==> config.mk <==
export PLATFORM = sky130hd
export DESIGN_NAME = coin_credit_unit_flat
export DESIGN_NICKNAME = d
export VERILOG_FILES = /design/src/rtl/vend_pkg.sv /design/src/rtl/coin_credit_unit_if.sv /design/src/rtl/change_pulser.sv /design/src/rtl/coin_credit_unit.sv /design/src/flat_wrapper.sv
export SDC_FILE = /design/constraint.sdc
export NUM_CORES = 1
export LEC_CHECK = 0
export BUFFER_PORTS_ARGS = -buffer_cell sky130_fd_sc_hd__buf_2
export CORE_ASPECT_RATIO = 0.6
export CORE_MARGIN = 1
export CORE_UTILIZATION = 50
export DETAILED_ROUTE_END_ITERATION = 8
export MAX_ROUTING_LAYER = met4
export PLACE_DENSITY = 0.8
export SYNTH_ARGS = -nofsm -noshare
export SYNTH_HDL_FRONTEND = slang
export SYNTH_SLANG_ARGS = --single-unit
==> constraint.sdc <==
create_clock -name clk -period 2.4 [get_ports clk]
set_clock_uncertainty 0.2 [all_clocks]
set_input_delay 0.12 -clock clk [delete_from_list [all_inputs] [get_ports clk]]
set_output_delay 0.12 -clock clk [all_outputs]
set_load 0.1 [all_outputs]
==> src/rtl/vend_pkg.sv <==
// Shared definitions for the coin front end and the water vending FSM:
// coin encodings with their cent values, the downstream status encoding,
// and the size of one unit of returned change.
package vend_pkg;

    // Physical coin types reported by the acceptor mechanism
    typedef enum logic [1:0] {
        COIN_5   = 2'b00,
        COIN_10  = 2'b01,
        COIN_25  = 2'b10,
        COIN_100 = 2'b11
    } coin_type_e;

    // Vending FSM state as seen on its status output
    typedef enum logic [1:0] {
        VS_IDLE              = 2'b00,
        VS_COIN_INSERTED     = 2'b01,
        VS_DISPENSE_WATER    = 2'b10,
        VS_DISPENSE_COMPLETE = 2'b11
    } vend_status_e;

    // Every change pulse hands back one nickel
    localparam int CHANGE_UNIT = 5;

    // Width large enough to hold the largest coin value
    localparam int COIN_VALUE_W = 7;

    // Value in cents of a coin type
    function automatic logic [COIN_VALUE_W-1:0] coin_value(input coin_type_e t);
        logic [COIN_VALUE_W-1:0] v;
        case (t)
            COIN_5:   v = 7'd5;
            COIN_10:  v = 7'd10;
            COIN_25:  v = 7'd25;
            COIN_100: v = 7'd100;
            default:  v = 7'd0;
        endcase
        return v;
    endfunction

endpackage

==> src/rtl/coin_credit_unit_if.sv <==
// Bundle of the coin acceptor, refund button and downstream vending FSM
// signals seen by the coin credit unit. The master side is whoever drives
// coins, refunds and vend status; the slave side is the credit unit itself.
interface coin_credit_unit_if #(
    parameter int CREDIT_W = 8
);

    logic                coin_valid;
    logic [1:0]          coin_type;
    logic                refund_req;
    logic [1:0]          vend_status;

    logic                coin_out;
    logic                coin_reject;
    logic                change_pulse;
    logic [CREDIT_W-1:0] credit;
    logic                busy;

    modport master (
        output coin_valid,
        output coin_type,
        output refund_req,
        output vend_status,
        input  coin_out,
        input  coin_reject,
        input  change_pulse,
        input  credit,
        input  busy
    );

    modport slave (
        input  coin_valid,
        input  coin_type,
        input  refund_req,
        input  vend_status,
        output coin_out,
        output coin_reject,
        output change_pulse,
        output credit,
        output busy
    );

endinterface

==> src/rtl/change_pulser.sv <==
// Paces the return of credit as nickel pulses. A start strobe arms it with
// the credit to be paid out; it then raises one pulse every PULSE_GAP
// cycles, the first one in the cycle right after the start, while credit
// remains. Each pulse also tells the owner to take one nickel off the
// credit register. Done is reported once credit has reached zero and no
// pulse is in flight.
module change_pulser
    import vend_pkg::*;
#(
    parameter int CREDIT_W  = 8,
    parameter int PULSE_GAP = 2
) (
    input  logic                clk,
    input  logic                reset,
    input  logic                i_start,
    input  logic [CREDIT_W-1:0] i_credit,
    output logic                o_change_pulse,
    output logic                o_dec,
    output logic                o_done
);

    localparam int TIMER_W = (PULSE_GAP > 2) ? $clog2(PULSE_GAP) : 1;
    localparam logic [TIMER_W-1:0] TIMER_LAST = TIMER_W'(PULSE_GAP - 1);

    logic               r_active;
    logic               r_pulse;
    logic [TIMER_W-1:0] r_timer;
    logic               w_done;
    logic               w_credit_left;

    assign w_credit_left = (i_credit != '0);
    assign w_done        = r_active && !w_credit_left && !r_pulse;

    // Pulse pacing: the timer gives the position inside the current pulse period
    always_ff @(posedge clk) begin
        if (reset) begin
            r_active <= 1'b0;
            r_pulse  <= 1'b0;
            r_timer  <= '0;
        end else if (i_start) begin
            r_active <= 1'b1;
            r_pulse  <= w_credit_left;
            r_timer  <= '0;
        end else if (r_active) begin
            if (w_done) begin
                r_active <= 1'b0;
                r_pulse  <= 1'b0;
                r_timer  <= '0;
            end else begin
                r_timer <= (r_timer == TIMER_LAST) ? '0 : r_timer + 1'b1;
                r_pulse <= (r_timer == TIMER_LAST) && w_credit_left;
            end
        end else begin
            r_pulse <= 1'b0;
            r_timer <= '0;
        end
    end

    assign o_change_pulse = r_pulse;
    assign o_dec          = r_pulse;
    assign o_done         = w_done;

endmodule

==> src/rtl/coin_credit_unit.sv <==
// Coin front end sitting just upstream of the water vending FSM. Coins are
// accumulated as credit in cents; once the price is covered the downstream
// 'coin' request is raised and held until the vending FSM leaves IDLE. When
// the vend completes the price is deducted and any remainder is paid back
// as nickel pulses; a refund request pays back the whole credit the same
// way. Coins that arrive while the unit is busy are rejected.
module coin_credit_unit
    import vend_pkg::*;
#(
    parameter int PRICE     = 75,
    parameter int CREDIT_W  = 8,
    parameter int PULSE_GAP = 2
) (
    input  logic               clk,
    input  logic               reset,
    coin_credit_unit_if.slave  bus
);

    // Parameter sanity: the credit register must hold a coin of 100 on top
    // of the largest sub-price credit, and change is paid in whole nickels
    if ((PRICE + 95) > ((1 << CREDIT_W) - 1)) begin : g_credit_too_narrow
        $error("coin_credit_unit: CREDIT_W too small for PRICE");
    end
    if ((PRICE % CHANGE_UNIT) != 0) begin : g_price_not_nickel
        $error("coin_credit_unit: PRICE must be a multiple of 5");
    end
    if (PRICE <= 0) begin : g_price_not_positive
        $error("coin_credit_unit: PRICE must be positive");
    end
    if (PULSE_GAP < 2) begin : g_gap_too_short
        $error("coin_credit_unit: PULSE_GAP must be at least 2");
    end

    localparam logic [1:0] ST_COLLECT = 2'd0;
    localparam logic [1:0] ST_ARMED   = 2'd1;
    localparam logic [1:0] ST_CHANGE  = 2'd2;
    localparam logic [1:0] ST_REFUND  = 2'd3;

    localparam logic [CREDIT_W-1:0] PRICE_C = CREDIT_W'(PRICE);
    localparam logic [CREDIT_W-1:0] UNIT_C  = CREDIT_W'(CHANGE_UNIT);

    logic [1:0]          r_state;
    logic [CREDIT_W-1:0] r_credit;
    logic                r_coin_out;
    logic                r_coin_reject;
    logic                r_busy;

    logic [1:0]          w_next_state;
    logic [CREDIT_W-1:0] w_coin_value;
    logic [CREDIT_W-1:0] w_credit_sum;
    logic                w_refund_go;
    logic                w_coin_accept;
    logic                w_price_met;
    logic                w_vend_started;
    logic                w_vend_complete;
    logic                w_start;
    logic [CREDIT_W-1:0] w_entry_credit;
    logic [CREDIT_W-1:0] w_pulser_credit;
    logic                w_change_pulse;
    logic                w_dec;
    logic                w_done;

    assign w_coin_value    = CREDIT_W'(coin_value(coin_type_e'(bus.coin_type)));
    assign w_credit_sum    = r_credit + w_coin_value;
    assign w_price_met     = (w_credit_sum >= PRICE_C);
    assign w_vend_started  = (bus.vend_status != VS_IDLE);
    assign w_vend_complete = (bus.vend_status == VS_DISPENSE_COMPLETE);

    // A refund only means something when there is credit to hand back; a
    // coin arriving together with a live refund is returned, not credited
    assign w_refund_go   = (r_state == ST_COLLECT) && bus.refund_req && (r_credit != '0);
    assign w_coin_accept = (r_state == ST_COLLECT) && bus.coin_valid && !w_refund_go;

    // Next state plus the start strobe and entry credit for the change pulser
    always_comb begin
        w_next_state   = r_state;
        w_start        = 1'b0;
        w_entry_credit = r_credit;
        case (r_state)
            ST_COLLECT: begin
                if (w_refund_go) begin
                    w_next_state   = ST_REFUND;
                    w_start        = 1'b1;
                    w_entry_credit = r_credit;
                end else if (w_coin_accept && w_price_met) begin
                    w_next_state = ST_ARMED;
                end
            end
            ST_ARMED: begin
                if (w_vend_complete) begin
                    w_next_state   = ST_CHANGE;
                    w_start        = 1'b1;
                    w_entry_credit = r_credit - PRICE_C;
                end
            end
            ST_CHANGE, ST_REFUND: begin
                if (w_done) begin
                    w_next_state = ST_COLLECT;
                end
            end
            default: begin
                w_next_state = ST_COLLECT;
            end
        endcase
    end

    // The pulser sees the entry credit on the start cycle and the live credit afterwards
    assign w_pulser_credit = w_start ? w_entry_credit : r_credit;

    change_pulser #(
        .CREDIT_W  (CREDIT_W),
        .PULSE_GAP (PULSE_GAP)
    ) u_change_pulser (
        .clk            (clk),
        .reset          (reset),
        .i_start        (w_start),
        .i_credit       (w_pulser_credit),
        .o_change_pulse (w_change_pulse),
        .o_dec          (w_dec),
        .o_done         (w_done)
    );

    // State register and the busy flag that mirrors it
    always_ff @(posedge clk) begin
        if (reset) begin
            r_state <= ST_COLLECT;
            r_busy  <= 1'b0;
        end else begin
            r_state <= w_next_state;
            r_busy  <= (w_next_state != ST_COLLECT);
        end
    end

    // Credit: coins add, the vend deducts the price, each change pulse takes a nickel
    always_ff @(posedge clk) begin
        if (reset) begin
            r_credit <= '0;
        end else if (w_coin_accept) begin
            r_credit <= w_credit_sum;
        end else if (w_start) begin
            r_credit <= w_entry_credit;
        end else if (w_dec) begin
            r_credit <= r_credit - UNIT_C;
        end
    end

    // Downstream coin request: raised with the covering coin, dropped once the vend FSM reacts
    always_ff @(posedge clk) begin
        if (reset) begin
            r_coin_out <= 1'b0;
        end else begin
            case (r_state)
                ST_COLLECT: r_coin_out <= w_coin_accept && w_price_met;
                ST_ARMED:   r_coin_out <= r_coin_out && !w_vend_started;
                default:    r_coin_out <= 1'b0;
            endcase
        end
    end

    // Any coin that is not credited is physically returned with a one-cycle reject pulse
    always_ff @(posedge clk) begin
        if (reset) begin
            r_coin_reject <= 1'b0;
        end else begin
            r_coin_reject <= bus.coin_valid && !w_coin_accept;
        end
    end

    assign bus.coin_out     = r_coin_out;
    assign bus.coin_reject  = r_coin_reject;
    assign bus.change_pulse = w_change_pulse;
    assign bus.credit       = r_credit;
    assign bus.busy         = r_busy;

endmodule

==> src/flat_wrapper.sv <==
// flat-port wrapper written by rule: the top's interface ports become plain ports
module coin_credit_unit_flat import vend_pkg::*;
#(
    parameter int PRICE     = 75,
    parameter int CREDIT_W  = 8,
    parameter int PULSE_GAP = 2
)
  (clk, reset, bus_coin_valid, bus_coin_type, bus_refund_req, bus_vend_status, bus_coin_out, bus_coin_reject, bus_change_pulse, bus_credit, bus_busy);
  coin_credit_unit_if #(.CREDIT_W(CREDIT_W)) bus_i ();
  input  logic clk;
  input  logic reset;
  input wire logic [$bits(bus_i.coin_valid)-1:0] bus_coin_valid;
  input wire logic [$bits(bus_i.coin_type)-1:0] bus_coin_type;
  input wire logic [$bits(bus_i.refund_req)-1:0] bus_refund_req;
  input wire logic [$bits(bus_i.vend_status)-1:0] bus_vend_status;
  output wire logic [$bits(bus_i.coin_out)-1:0] bus_coin_out;
  output wire logic [$bits(bus_i.coin_reject)-1:0] bus_coin_reject;
  output wire logic [$bits(bus_i.change_pulse)-1:0] bus_change_pulse;
  output wire logic [$bits(bus_i.credit)-1:0] bus_credit;
  output wire logic [$bits(bus_i.busy)-1:0] bus_busy;
  assign bus_i.coin_valid = bus_coin_valid;
  assign bus_i.coin_type = bus_coin_type;
  assign bus_i.refund_req = bus_refund_req;
  assign bus_i.vend_status = bus_vend_status;
  assign bus_coin_out = bus_i.coin_out;
  assign bus_coin_reject = bus_i.coin_reject;
  assign bus_change_pulse = bus_i.change_pulse;
  assign bus_credit = bus_i.credit;
  assign bus_busy = bus_i.busy;
  coin_credit_unit #(.PRICE(PRICE), .CREDIT_W(CREDIT_W), .PULSE_GAP(PULSE_GAP)) u_core (.clk(clk), .reset(reset), .bus(bus_i));
endmodule
==> run_results.csv <==
group,metric,value,unit
routing,ant_nets,0,
routing,dr_total_vias,1851,
clock_tree,path_clk_slew,0.07,ns
routing,wl_per_cell,17.9,um
routing,firstDrtPassIters,5,
routing,wl,5140,um
yosys,synthArstFlopShare,0,
yosys,synth-edff-count,0,
floorplanning,rows,15,
global_routing,grt_pass1_wl,7370,um
yosys,avgSynthCellArea,7.60,um^2
global_routing,grt_use_total,0.320,
routing,drtIter0Drc,249,
worst_setup_path,slowest_delay,0.41,ns
global_routing,grt_pass1_vias,1442,
finish,diodes,0,
yosys,synth_nets,225,
worst_setup_path,worst-path-buf-inv,1,
routing,highest_layer,"met4",
yosys,synth_flop_cell,"dfxtp_1",
worst_setup_path,cp_max_fo,6,
routing,drc_errors,0,
place,place_area,1920,um^2
yosys,synth_area,1540,um^2
worst_setup_path,reg2reg_setup_slack,-0.04,ns
floorplanning,ios,20,
timing,worstMarginPinSlew,0.621,ns
clock_tree,clock_latency,0.26,ns
finish,drive_gt1_frac,0.370,
finish,synthToLayoutAreaGrowth,35.1,%
yosys,yosysWarningCount,0,
finish,num-nets-final,269,
worst_setup_path,worst-r2r-cell-count,7,
timing,fmax,410,MHz
floorplanning,dieArea,3320,um^2
status,violations,"negative setup slack",
global_routing,grt_max_degree,18,
finish,seq_area,343,um^2
global_routing,grt_overflow,0,
worst_setup_path,arrival,2.36,ns
global_routing,antenna_found_initial,0,
worst_setup_path,slowest_stage,"a2111oi_1",
clock_tree,cts_inserted_buffers,3,
yosys,synth_seq_cells,16,
floorplanning,die_h,45.0,um
finish,nFillCells,238,
floorplanning,start_util,0.530,
timing,period_minus_slack,2.44,ns
worst_setup_path,start_kind,"flop",
worst_setup_path,worst-setup-path-type,"flop to flop",
clock_tree,clockBufferDepth,2,
worst_setup_path,cp_top_family,"compound AO/OA/AOI/OAI gates",
worst_setup_path,cp_cell_sequence,"buf_4, ha_1, nand4_1, a2111oi_1, o32ai_1, o311ai_1, a31oi_1",
place,hpwlAfterDp,3530,um
clock_tree,cts_tree,"done",
routing,wl_met1,2380,um
yosys,synth.distinct_cells,52,
yosys,ys_seq_area_frac,0.208,
timing,fin_crit_sh,1.02,
clock_tree,clock_sinks,16,
timing,finalMaxSlewViolations,0,
min_path,hold_class,"primary input to flop",
clock_tree,h-tree-depth,1,
worst_setup_path,worstPathRequired,2.32,ns
timing,fin_ws,-0.0373,ns
clock_tree,root_buffer,"clkbuf_8",
worst_setup_path,end_kind,"flop",
floorplanning,core_area,2910,um^2
finish,multiInputGateArea,1230,um^2
timing,rsz0062_at_grt,"yes",
routing,dr_wl_met2,2090,um
finish,design_area,2080,um^2
job,maxCapViolCount,0,
timing,setup_viol,2,
place,globalplace.congestion,0.925,
routing,viasPerCell,6.43,
yosys,synth_cells,203,
timing,finalHoldViolCount,0,
floorplanning,die_w,73.7,um
finish,most-common-layout-cells,"buf_4, buf_2, nor2_1",
worst_setup_path,crit_cells,7,
routing,dr_wl_met3,556,um
min_path,hold_depth,4,
finish,layout.cells.most_common,"buf_4",
status,status,"complete, but fails checks",
timing,slew_headroom,0.585,
place,portBuffers,19,
==> sequential cells by signal (all words and copies together), names as in the netlist <==
name / flops
u_core.bus.credit: 8
u_core.r_state: 2
u_core.bus.busy: 1
u_core.bus.coin_out: 1
u_core.bus.coin_reject: 1
u_core.u_change_pulser.o_change_pulse: 1
u_core.u_change_pulser.r_active: 1
u_core.u_change_pulser.r_timer: 1
==> path summary, 6_finish.rpt <==
kind | from | to
worst min register to register | u_core.bus.coin_out | u_core.bus.coin_out
worst min-delay path | bus_vend_status[0] | u_core.bus.coin_out
worst max register to register | u_core.bus.credit[0] | u_core.r_state[0]
worst max-delay path | u_core.bus.credit[0] | u_core.r_state[0]
==> logic make-up (layout without fill, tap and decap cells) <==
family | after synthesis | after routing | share of synthesized area
flops | 16 | 16 | 0.208
mux | 1 | 1 | 0.00649
fa+ha+maj | 14 | 14 | 0.118
buf+inv | 26 | 69 | 0.0738
compound gates | 61 | 61 | 0.284
xor+xnor | 7 | 7 | 0.0397
simple gates | 78 | 78 | 0.270
==> worst reg2reg max path: cells and delay by family (launching register included) <==
family                     cells  cell delay, ns
and+or+nand+nor                1            0.14
DFF                            1            0.39
AOI/OAI and AO/OA              4            1.17
buffers and inverters          1            0.17
adders and majority gates      1            0.25
==> area by class of cell <==
cell class,count,area share
multi-input cells,161,0.589
flip-flops and latches,16,0.164
clock buffers,4,0.0264
repair buffers,53,0.171
well taps,42,0.0252
inverters,12,0.0240
==> synth_stat cells, drive strengths merged (2+ instances only) <==
library cell | instances | share of area
o211a | 2 | 0.018
nand2 | 10 | 0.024
ha | 13 | 0.11
nor4 | 2 | 0.0081
buf | 4 | 0.020
xnor2 | 4 | 0.023
nand4b | 4 | 0.023
nor2 | 20 | 0.049
nand2b | 3 | 0.012
a311oi | 2 | 0.011
a211oi | 6 | 0.029
clkbuf | 10 | 0.024
o21a | 2 | 0.0097
xor2 | 3 | 0.017
and2 | 2 | 0.0081
a211o | 2 | 0.011
and4b | 2 | 0.013
nor2b | 2 | 0.0081
nor3 | 11 | 0.036
and3 | 3 | 0.012
nand4 | 2 | 0.0081
a31oi | 5 | 0.020
a31o | 2 | 0.011
o311ai | 2 | 0.011
a21oi | 12 | 0.039
nand3 | 8 | 0.026
a2111oi | 3 | 0.017
or3 | 5 | 0.020
a41oi | 2 | 0.011
dfxtp | 16 | 0.21
inv | 12 | 0.029
o21ai | 10 | 0.032
==> through the flow <==
stage / hold slack [ns] / TNS, ns / setup WS (ns) / instances / util
finish: 0.00463 / -0.0558 / -0.0373 / 288 / 0.717
detailed placement: 0.225 / -0.505 / -0.140 / 280 / 0.659
CTS: 0.000731 / -0.0662 / -0.0467 / 287 / 0.698
floorplan: 0.0866 / -0.738 / -0.187 / 203 / -
global placement: 0.217 / -0.0916 / -0.0240 / 280 / 0.659
global route: 0.0160 / -0.349 / -0.121 / 288 / 0.717
==> repair_timing <==
item / CTS / global route
hold buffers: 1 / 0
pin swaps: 8 / 4
setup endpoints to repair: 8 / 8
hold endpoints to repair: 1 / 0
setup buffers: 2 / 1
gates resized for setup: 11 / 11
cloned: 0 / 0
==> layer usage <==
layer | vias to the layer above | track usage
li1 | 855 | -
met1 | 839 | 0.476
met2 | 137 | 0.422
met3 | 20 | 0.0848
met4 | 0 | 0.0692
met5 | - | -
Power is not shown: default switching activity piles up to over one toggle a cycle in this logic, so the estimate is an artifact.
